File: src/rtl/pipe_stall_ctrl_pkg.sv
// rtl/pipe_stall_ctrl_pkg.sv - shared constants, state codes and stall-mask helper for the stall sequencer
package pipe_stall_ctrl_pkg;

    localparam int STALL_WD = 8;

    // Pipeline stage indices
    localparam int STG_PC   = 0;
    localparam int STG_IF1  = 1;
    localparam int STG_IF2  = 2;
    localparam int STG_ID   = 3;
    localparam int STG_EX   = 4;
    localparam int STG_MEM1 = 5;
    localparam int STG_MEM2 = 6;
    localparam int STG_WB   = 7;

    typedef enum logic {
        CTRL_IDLE = 1'b0,
        CTRL_MC   = 1'b1
    } ctrl_state_e;

    localparam logic [STALL_WD-1:0] CTRL_FLUSH_BR  = 8'h0F;
    localparam logic [STALL_WD-1:0] CTRL_FLUSH_EXC = 8'h7F;

    // Thermometer mask holding stages 0..deepest
    function automatic logic [STALL_WD-1:0] stall_mask(input int deepest);
        logic [STALL_WD-1:0] m;
        for (int i = 0; i < STALL_WD; i++) begin
            m[i] = (i <= deepest);
        end
        return m;
    endfunction

endpackage

File: src/rtl/pipe_stall_ctrl_if.sv
// rtl/pipe_stall_ctrl_if.sv - request/response bundle between the pipeline and the stall sequencer
interface pipe_stall_ctrl_if #(
    parameter int PC_W = 32,
    parameter int MC_W = 6
);
    // Requests from the pipeline
    logic            stallreq_if;
    logic            stallreq_id;
    logic            ex_mc_start;
    logic [MC_W-1:0] ex_mc_len;
    logic            stallreq_mem;
    logic            br_flush_req;
    logic [PC_W-1:0] br_target;
    logic            exc_req;
    logic [PC_W-1:0] exc_pc;

    // Controls back to the pipeline
    logic [7:0]      stall;
    logic [7:0]      flush;
    logic            redirect_valid;
    logic [PC_W-1:0] redirect_pc;
    logic            stall_timeout;

    // Pipeline side
    modport master (
        output stallreq_if, stallreq_id, ex_mc_start, ex_mc_len, stallreq_mem,
               br_flush_req, br_target, exc_req, exc_pc,
        input  stall, flush, redirect_valid, redirect_pc, stall_timeout
    );

    // Sequencer side
    modport slave (
        input  stallreq_if, stallreq_id, ex_mc_start, ex_mc_len, stallreq_mem,
               br_flush_req, br_target, exc_req, exc_pc,
        output stall, flush, redirect_valid, redirect_pc, stall_timeout
    );

endinterface

File: src/rtl/pipe_stall_ctrl_stall_wdog.sv
// rtl/pipe_stall_ctrl_stall_wdog.sv - saturating consecutive-stall counter with sticky timeout flag
module stall_wdog #(
    parameter int LIMIT = 1024
) (
    input  logic clk,
    input  logic rst,
    input  logic stall_i,
    output logic timeout_o
);
    localparam int CW = $clog2(LIMIT + 1);
    localparam logic [CW-1:0] LIMIT_C = CW'(LIMIT);

    logic [CW-1:0] cnt_q, cnt_d;
    logic          timeout_q, timeout_d;

    // Count consecutive stalled cycles, saturate at the limit, latch the flag once reached
    always_comb begin
        cnt_d = cnt_q;
        if (!stall_i) begin
            cnt_d = '0;
        end else if (cnt_q != LIMIT_C) begin
            cnt_d = cnt_q + CW'(1);
        end
        timeout_d = timeout_q | (cnt_d == LIMIT_C);
    end

    // Counter and flag registers
    always_ff @(posedge clk or posedge rst) begin
        if (rst) begin
            cnt_q     <= '0;
            timeout_q <= 1'b0;
        end else begin
            cnt_q     <= cnt_d;
            timeout_q <= timeout_d;
        end
    end

    assign timeout_o = timeout_q;

endmodule

File: src/rtl/pipe_stall_ctrl.sv
// rtl/pipe_stall_ctrl.sv - stall vector, multi-cycle sequencing, flush and PC redirect for the 8-stage pipeline
module pipe_stall_ctrl
    import pipe_stall_ctrl_pkg::*;
#(
    parameter int PC_W       = 32,
    parameter int MC_W       = 6,
    parameter int WDOG_LIMIT = 1024
) (
    input  logic             clk,
    input  logic             rst,
    pipe_stall_ctrl_if.slave ctrl_if
);
    ctrl_state_e         state_q, state_d;
    logic [MC_W-1:0]     mc_cnt_q, mc_cnt_d;
    logic                pend_valid_q, pend_valid_d;
    logic [PC_W-1:0]     pend_pc_q, pend_pc_d;

    logic                live;
    logic                mc_len_nz;
    logic                ex_mc_active;
    logic [STALL_WD-1:0] stall_v;
    logic [STALL_WD-1:0] flush_v;
    logic                redirect_valid_v;
    logic [PC_W-1:0]     redirect_pc_v;
    logic                exc_take;
    logic                br_pend_take;
    logic                br_live_take;
    logic                br_latch;
    logic                timeout_w;

    // Every combinational output is forced low while reset is asserted
    assign live         = !rst;
    assign mc_len_nz    = (ctrl_if.ex_mc_len != '0);
    assign ex_mc_active = (state_q == CTRL_MC) || (ctrl_if.ex_mc_start && mc_len_nz);

    // Deepest active stall source sets the thermometer boundary; WB is never held
    always_comb begin
        stall_v = '0;
        if (!live) begin
            stall_v = '0;
        end else if (ctrl_if.stallreq_mem) begin
            stall_v = stall_mask(STG_MEM2);
        end else if (ex_mc_active) begin
            stall_v = stall_mask(STG_EX);
        end else if (ctrl_if.stallreq_id) begin
            stall_v = stall_mask(STG_ID);
        end else if (ctrl_if.stallreq_if) begin
            stall_v = stall_mask(STG_IF1);
        end
    end

    // A held EX stage means the branch cannot retire yet; a held MEM2 blocks the exception
    assign exc_take     = live && ctrl_if.exc_req && !stall_v[STG_MEM2];
    assign br_pend_take = live && pend_valid_q && !stall_v[STG_EX];
    assign br_live_take = live && ctrl_if.br_flush_req && !pend_valid_q && !stall_v[STG_EX];
    assign br_latch     = live && ctrl_if.br_flush_req && !pend_valid_q && stall_v[STG_EX];

    // State, multi-cycle counter and pending-branch registers
    always_ff @(posedge clk or posedge rst) begin
        if (rst) begin
            state_q      <= CTRL_IDLE;
            mc_cnt_q     <= '0;
            pend_valid_q <= 1'b0;
            pend_pc_q    <= '0;
        end else begin
            state_q      <= state_d;
            mc_cnt_q     <= mc_cnt_d;
            pend_valid_q <= pend_valid_d;
            pend_pc_q    <= pend_pc_d;
        end
    end

    // Next state: the start cycle counts as the first stall cycle, so MC covers the remaining N-1
    always_comb begin
        state_d      = state_q;
        mc_cnt_d     = mc_cnt_q;
        pend_valid_d = pend_valid_q;
        pend_pc_d    = pend_pc_q;

        case (state_q)
            CTRL_IDLE: begin
                if (ctrl_if.ex_mc_start && mc_len_nz) begin
                    mc_cnt_d = ctrl_if.ex_mc_len - MC_W'(1);
                    state_d  = (ctrl_if.ex_mc_len == MC_W'(1)) ? CTRL_IDLE : CTRL_MC;
                end
            end
            CTRL_MC: begin
                mc_cnt_d = mc_cnt_q - MC_W'(1);
                if (mc_cnt_q <= MC_W'(1)) begin
                    state_d  = CTRL_IDLE;
                    mc_cnt_d = '0;
                end
            end
            default: begin
                state_d  = CTRL_IDLE;
                mc_cnt_d = '0;
            end
        endcase

        // A live request in the release cycle is the same branch as the pending one
        if (br_pend_take) begin
            pend_valid_d = 1'b0;
        end else if (br_latch) begin
            pend_valid_d = 1'b1;
            pend_pc_d    = ctrl_if.br_target;
        end

        // An exception kills everything younger, including any multi-cycle op and pending branch
        if (exc_take) begin
            state_d      = CTRL_IDLE;
            mc_cnt_d     = '0;
            pend_valid_d = 1'b0;
        end
    end

    // Flush and redirect outputs; exception outranks both branch sources
    always_comb begin
        flush_v          = '0;
        redirect_valid_v = 1'b0;
        redirect_pc_v    = '0;
        if (exc_take) begin
            flush_v          = CTRL_FLUSH_EXC;
            redirect_valid_v = 1'b1;
            redirect_pc_v    = ctrl_if.exc_pc;
        end else if (br_pend_take) begin
            flush_v          = CTRL_FLUSH_BR;
            redirect_valid_v = 1'b1;
            redirect_pc_v    = pend_pc_q;
        end else if (br_live_take) begin
            flush_v          = CTRL_FLUSH_BR;
            redirect_valid_v = 1'b1;
            redirect_pc_v    = ctrl_if.br_target;
        end
    end

    stall_wdog #(
        .LIMIT (WDOG_LIMIT)
    ) u_wdog (
        .clk       (clk),
        .rst       (rst),
        .stall_i   (stall_v[STG_PC]),
        .timeout_o (timeout_w)
    );

    assign ctrl_if.stall          = stall_v;
    assign ctrl_if.flush          = flush_v;
    assign ctrl_if.redirect_valid = redirect_valid_v;
    assign ctrl_if.redirect_pc    = redirect_pc_v;
    assign ctrl_if.stall_timeout  = timeout_w;

endmodule

File: src/flat_wrapper.sv
// flat-port wrapper written by rule: the top's interface ports become plain ports
module pipe_stall_ctrl_flat import pipe_stall_ctrl_pkg::*;
#(
    parameter int PC_W       = 32,
    parameter int MC_W       = 6,
    parameter int WDOG_LIMIT = 1024
)
  (clk, rst, ctrl_if_stallreq_if, ctrl_if_stallreq_id, ctrl_if_ex_mc_start, ctrl_if_ex_mc_len, ctrl_if_stallreq_mem, ctrl_if_br_flush_req, ctrl_if_br_target, ctrl_if_exc_req, ctrl_if_exc_pc, ctrl_if_stall, ctrl_if_flush, ctrl_if_redirect_valid, ctrl_if_redirect_pc, ctrl_if_stall_timeout);
  pipe_stall_ctrl_if #(.PC_W(PC_W), .MC_W(MC_W)) ctrl_if_i ();
  input  logic clk;
  input  logic rst;
  input wire logic [$bits(ctrl_if_i.stallreq_if)-1:0] ctrl_if_stallreq_if;
  input wire logic [$bits(ctrl_if_i.stallreq_id)-1:0] ctrl_if_stallreq_id;
  input wire logic [$bits(ctrl_if_i.ex_mc_start)-1:0] ctrl_if_ex_mc_start;
  input wire logic [$bits(ctrl_if_i.ex_mc_len)-1:0] ctrl_if_ex_mc_len;
  input wire logic [$bits(ctrl_if_i.stallreq_mem)-1:0] ctrl_if_stallreq_mem;
  input wire logic [$bits(ctrl_if_i.br_flush_req)-1:0] ctrl_if_br_flush_req;
  input wire logic [$bits(ctrl_if_i.br_target)-1:0] ctrl_if_br_target;
  input wire logic [$bits(ctrl_if_i.exc_req)-1:0] ctrl_if_exc_req;
  input wire logic [$bits(ctrl_if_i.exc_pc)-1:0] ctrl_if_exc_pc;
  output wire logic [$bits(ctrl_if_i.stall)-1:0] ctrl_if_stall;
  output wire logic [$bits(ctrl_if_i.flush)-1:0] ctrl_if_flush;
  output wire logic [$bits(ctrl_if_i.redirect_valid)-1:0] ctrl_if_redirect_valid;
  output wire logic [$bits(ctrl_if_i.redirect_pc)-1:0] ctrl_if_redirect_pc;
  output wire logic [$bits(ctrl_if_i.stall_timeout)-1:0] ctrl_if_stall_timeout;
  assign ctrl_if_i.stallreq_if = ctrl_if_stallreq_if;
  assign ctrl_if_i.stallreq_id = ctrl_if_stallreq_id;
  assign ctrl_if_i.ex_mc_start = ctrl_if_ex_mc_start;
  assign ctrl_if_i.ex_mc_len = ctrl_if_ex_mc_len;
  assign ctrl_if_i.stallreq_mem = ctrl_if_stallreq_mem;
  assign ctrl_if_i.br_flush_req = ctrl_if_br_flush_req;
  assign ctrl_if_i.br_target = ctrl_if_br_target;
  assign ctrl_if_i.exc_req = ctrl_if_exc_req;
  assign ctrl_if_i.exc_pc = ctrl_if_exc_pc;
  assign ctrl_if_stall = ctrl_if_i.stall;
  assign ctrl_if_flush = ctrl_if_i.flush;
  assign ctrl_if_redirect_valid = ctrl_if_i.redirect_valid;
  assign ctrl_if_redirect_pc = ctrl_if_i.redirect_pc;
  assign ctrl_if_stall_timeout = ctrl_if_i.stall_timeout;
  pipe_stall_ctrl #(.PC_W(PC_W), .MC_W(MC_W), .WDOG_LIMIT(WDOG_LIMIT)) u_core (.clk(clk), .rst(rst), .ctrl_if(ctrl_if_i));
endmodule
File: config.mk
export PLATFORM = sky130hd
export DESIGN_NAME = pipe_stall_ctrl_flat
export DESIGN_NICKNAME = d
export VERILOG_FILES = /design/src/rtl/pipe_stall_ctrl_pkg.sv /design/src/rtl/pipe_stall_ctrl_if.sv /design/src/rtl/pipe_stall_ctrl_stall_wdog.sv /design/src/rtl/pipe_stall_ctrl.sv /design/src/flat_wrapper.sv
export SDC_FILE = /design/constraint.sdc
export NUM_CORES = 1
export LEC_CHECK = 0
export CAP_MARGIN = 30
export CORE_UTILIZATION = 30
export DETAILED_ROUTE_END_ITERATION = 16
export GPL_ROUTABILITY_DRIVEN = 0
export PLACE_DENSITY = 0.66
export SETUP_SLACK_MARGIN = 0.05
export SLEW_MARGIN = 20
export SYNTH_ARGS = -nofsm -noshare
export SYNTH_HDL_FRONTEND = slang
export SYNTH_SLANG_ARGS = --single-unit
File: constraint.sdc
create_clock -name clk -period 7.75 [get_ports clk]
set_input_delay 1.9375 -clock clk [delete_from_list [all_inputs] [get_ports clk]]
set_output_delay 1.9375 -clock clk [all_outputs]
set_load 0.05 [all_outputs]
==> results.sh <==
export IMPL_fin_crit_sh=0.871
export IMPL_p_leak_nw=2.06
export IMPL_die_w_um=107
export IMPL_dp_hpwl_um=5850
export IMPL_timing_fmax_mhz=148
export IMPL_worstPathArrival_ns=4.81
export IMPL_die_area_mm2=0.0115
export IMPL_timing_rr_end="u_core.pend_pc_q[26]"
export IMPL_totalWireLength_um=8320
export IMPL_cts_path_max_buffers=2
export IMPL_yosysTopAreaCell="dfrtp_1"
export IMPL_timing_final_max_slew_violations=0
export IMPL_cts_tree="yes"
export IMPL_diodes=0
export IMPL_start_util=0.315
export IMPL_worst_pin_slew_ns=0.684
export IMPL_synthCells=305
export IMPL_synth_top_area_share=0.393
export IMPL_clkLatencyLatePin_ns=0.30
export IMPL_fin_util=0.446
export IMPL_syn_mean_instance_area_um2=10.9
export IMPL_crit_path_max_fanout=32
export IMPL_drive_gt1_frac=0.133
export IMPL_crit_required_ns=5.81
export IMPL_grt_use_total=0.147
export IMPL_cts_setup_buffers=0
export IMPL_fin_cells=549
export IMPL_fin_ws_ns=1.00
export IMPL_p_per_area_mw_per_mm2=216
export IMPL_cp_slowest_cell="clkdlybuf4s50_1"
export IMPL_area_delta_synth_final_pct=41.7
export IMPL_timing_rr_start="u_core.state_q"
export IMPL_synth_edf_count=0
export IMPL_clk_pin_slew_ns=0.09
export IMPL_cts_num_sinks=52
export IMPL_place_area_mm2=0.00459
export IMPL_cp_cell_sequence="clkdlybuf4s50_1, nor3_2, a31oi_4, nor3_1, and3_1, buf_4, a221o_1, clkdlybuf4s50_1"
export IMPL_filler_cell_count=1005
export IMPL_die_h_um=107
export IMPL_final_antenna_net_count=0
export IMPL_slowest_delay_ns=0.80
export IMPL_cts_hold_buf=0
export IMPL_reg2reg_slack_ns=5.06
export IMPL_whs_ns=0.491
export IMPL_total_power_mw=1.01
export IMPL_numPortBuffers=125
export IMPL_synth_area_leaders="dfrtp_1 (39%), mux2_4 (14%), a221o_1 (9.7%), and2_1 (6.2%), buf_4 (3.2%)"
export IMPL_ys_flop_type="dfrtp_1"
export IMPL_io_pins=128
export IMPL_worstSetupEndpoint="ctrl_if_redirect_pc[0]"
export IMPL_nets=496
export IMPL_dr_pass1_iters=4
export IMPL_cp_end_kind="output port"
export IMPL_cts_root_buf="clkbuf_8"
export IMPL_vdd_ir_drop_max_uv=119
export IMPL_layout_common_cells="clkdlybuf4s50_1 (125), dfrtp_1 (52), and2_1 (33), a221o_1 (32), mux2_4 (30)"
export IMPL_fin_area_mm2=0.00469
export IMPL_rows=37
export IMPL_cts_inserted_buffers=5
export IMPL_slew_headroom=0.537
export IMPL_r2r_cells=6
export IMPL_hold_viol_final=0
export IMPL_hold_path_depth=1
export IMPL_antenna_found_initial=0
export IMPL_overflow=0
export IMPL_core_mm2=0.0105
export IMPL_synth_area_mm2=0.00331
export IMPL_drc_errors=0
export IMPL_hp_class="flip-flop to flip-flop"
export IMPL_cp_common_cell="clkdlybuf4s50_1"
export IMPL_placed_cells=541
export IMPL_routed_via_density=4.96
export IMPL_setup_violations=0
export IMPL_first_global_vias=2770
export IMPL_cts_resized=0
export IMPL_final_common_cell="clkdlybuf4s50_1"
export IMPL_cts_max_level=2
export IMPL_grt_start_max_net_pins=54
export IMPL_wl_per_cell_um=15.2
export IMPL_fin_skew_ns=0.00620
export IMPL_drt_iter0_drc=89
export IMPL_ys_async_sr_fraction=1.00
export IMPL_grt_pass1_wl_um=13500
export IMPL_synth_distinct_cells=47
export IMPL_post_place_ws_ns=0.972
export IMPL_rsz0062_at_grt="no"
export IMPL_startpoint="ctrl_if_ex_mc_len[2]"
export IMPL_synth_seq_area_share=0.393
export IMPL_vias=2721
export IMPL_drv_cap=0
export IMPL_critical_path_startpoint_type="input port"
export IMPL_setup_tns_ns=0
export IMPL_path_class="input port to output port"
export IMPL_status="finished, final reports clean"
export IMPL_yosysWarnings=0
export IMPL_ys_seq_elements=52
export IMPL_min_period_ns=6.75
-- cells in the mapped netlist, types with 4 or more instances --
master,n
clkbuf_1,11
xnor2_1,4
and3_1,6
buf_2,4
mux2i_1,4
mux2_4,30
nand2_1,7
nor3_1,7
inv_1,12
buf_4,14
nor2_1,20
nand3_1,4
dfrtp_1,52
a31oi_1,4
xor2_1,10
and2_1,33
ha_1,6
o21ai_0,4
a221o_1,32
-- per-layer routing --
layer | up-vias | GRT usage | routed length, um
li1 | 1310 | - | -
met1 | 1316 | 0.194 | 3930
met2 | 91 | 0.250 | 3920
met3 | 4 | 0.0249 | 422
met4 | 0 | 0.0372 | 56
met5 | - | 0 | 0
-- kinds of logic after synthesis --
kind of cell	Yosys count	synth area share
AOI/OAI and AO/OA	55	0.151
xor gates and xnor gates	14	0.0370
adders and majority gates	6	0.0227
buffers and inverters	45	0.0752
DFF	52	0.393
muxes	36	0.155
other	1	0.00113
and+or+nand+nor	96	0.165
-- worst max-delay path: cells and delay by family --
| family | cells | cell delay, ns |
|---|---|---|
| AO/OA/AOI/OAI | 2 | 0.43 |
| AND/OR/NAND/NOR | 3 | 0.79 |
| buffers and inverters | 3 | 1.62 |
-- report_power, final --
| group | internal [mW] | total (mW) | switching (mW) |
|---|---|---|---|
| clock network | 0.0725 | 0.165 | 0.0925 |
| logic | 0.226 | 0.414 | 0.188 |
| registers | 0.364 | 0.433 | 0.0695 |
-- final cells by class --
class | instances | area (um^2) | share of cell area
multi-input cells | 209 | 1770 | 0.377
repair buffers | 131 | 1300 | 0.278
flip-flops and latches | 52 | 1300 | 0.277
well taps | 136 | 170 | 0.0363
clock buffers | 6 | 82.6 | 0.0176
inverters | 13 | 48.8 | 0.0104
clock inverters | 2 | 15.0 | 0.00320
-- state kept, by name, summed over array words and instances (netlist names) --
signal and flops:
u_core.u_wdog.timeout_o 1, u_core.pend_valid_q 1, u_core.mc_cnt_q 6, u_core.state_q 1, u_core.pend_pc_q 32, u_core.u_wdog.cnt_q 11
-- how the worst min path moves through the flow --
| stage | end | from | slack [ns] |
|---|---|---|---|
| after floorplan | u_core.pend_pc_q[28] | u_core.pend_pc_q[28] | 0.48 |
| after CTS | u_core.u_wdog.timeout_o | u_core.u_wdog.timeout_o | 0.49 |
| after detailed placement | u_core.u_wdog.timeout_o | u_core.u_wdog.timeout_o | 0.46 |
| after global routing | u_core.u_wdog.timeout_o | u_core.u_wdog.timeout_o | 0.51 |
| final | u_core.u_wdog.timeout_o | u_core.u_wdog.timeout_o | 0.49 |
| after global placement | u_core.u_wdog.timeout_o | u_core.u_wdog.timeout_o | 0.47 |
Power figures use the tool's default switching activity.
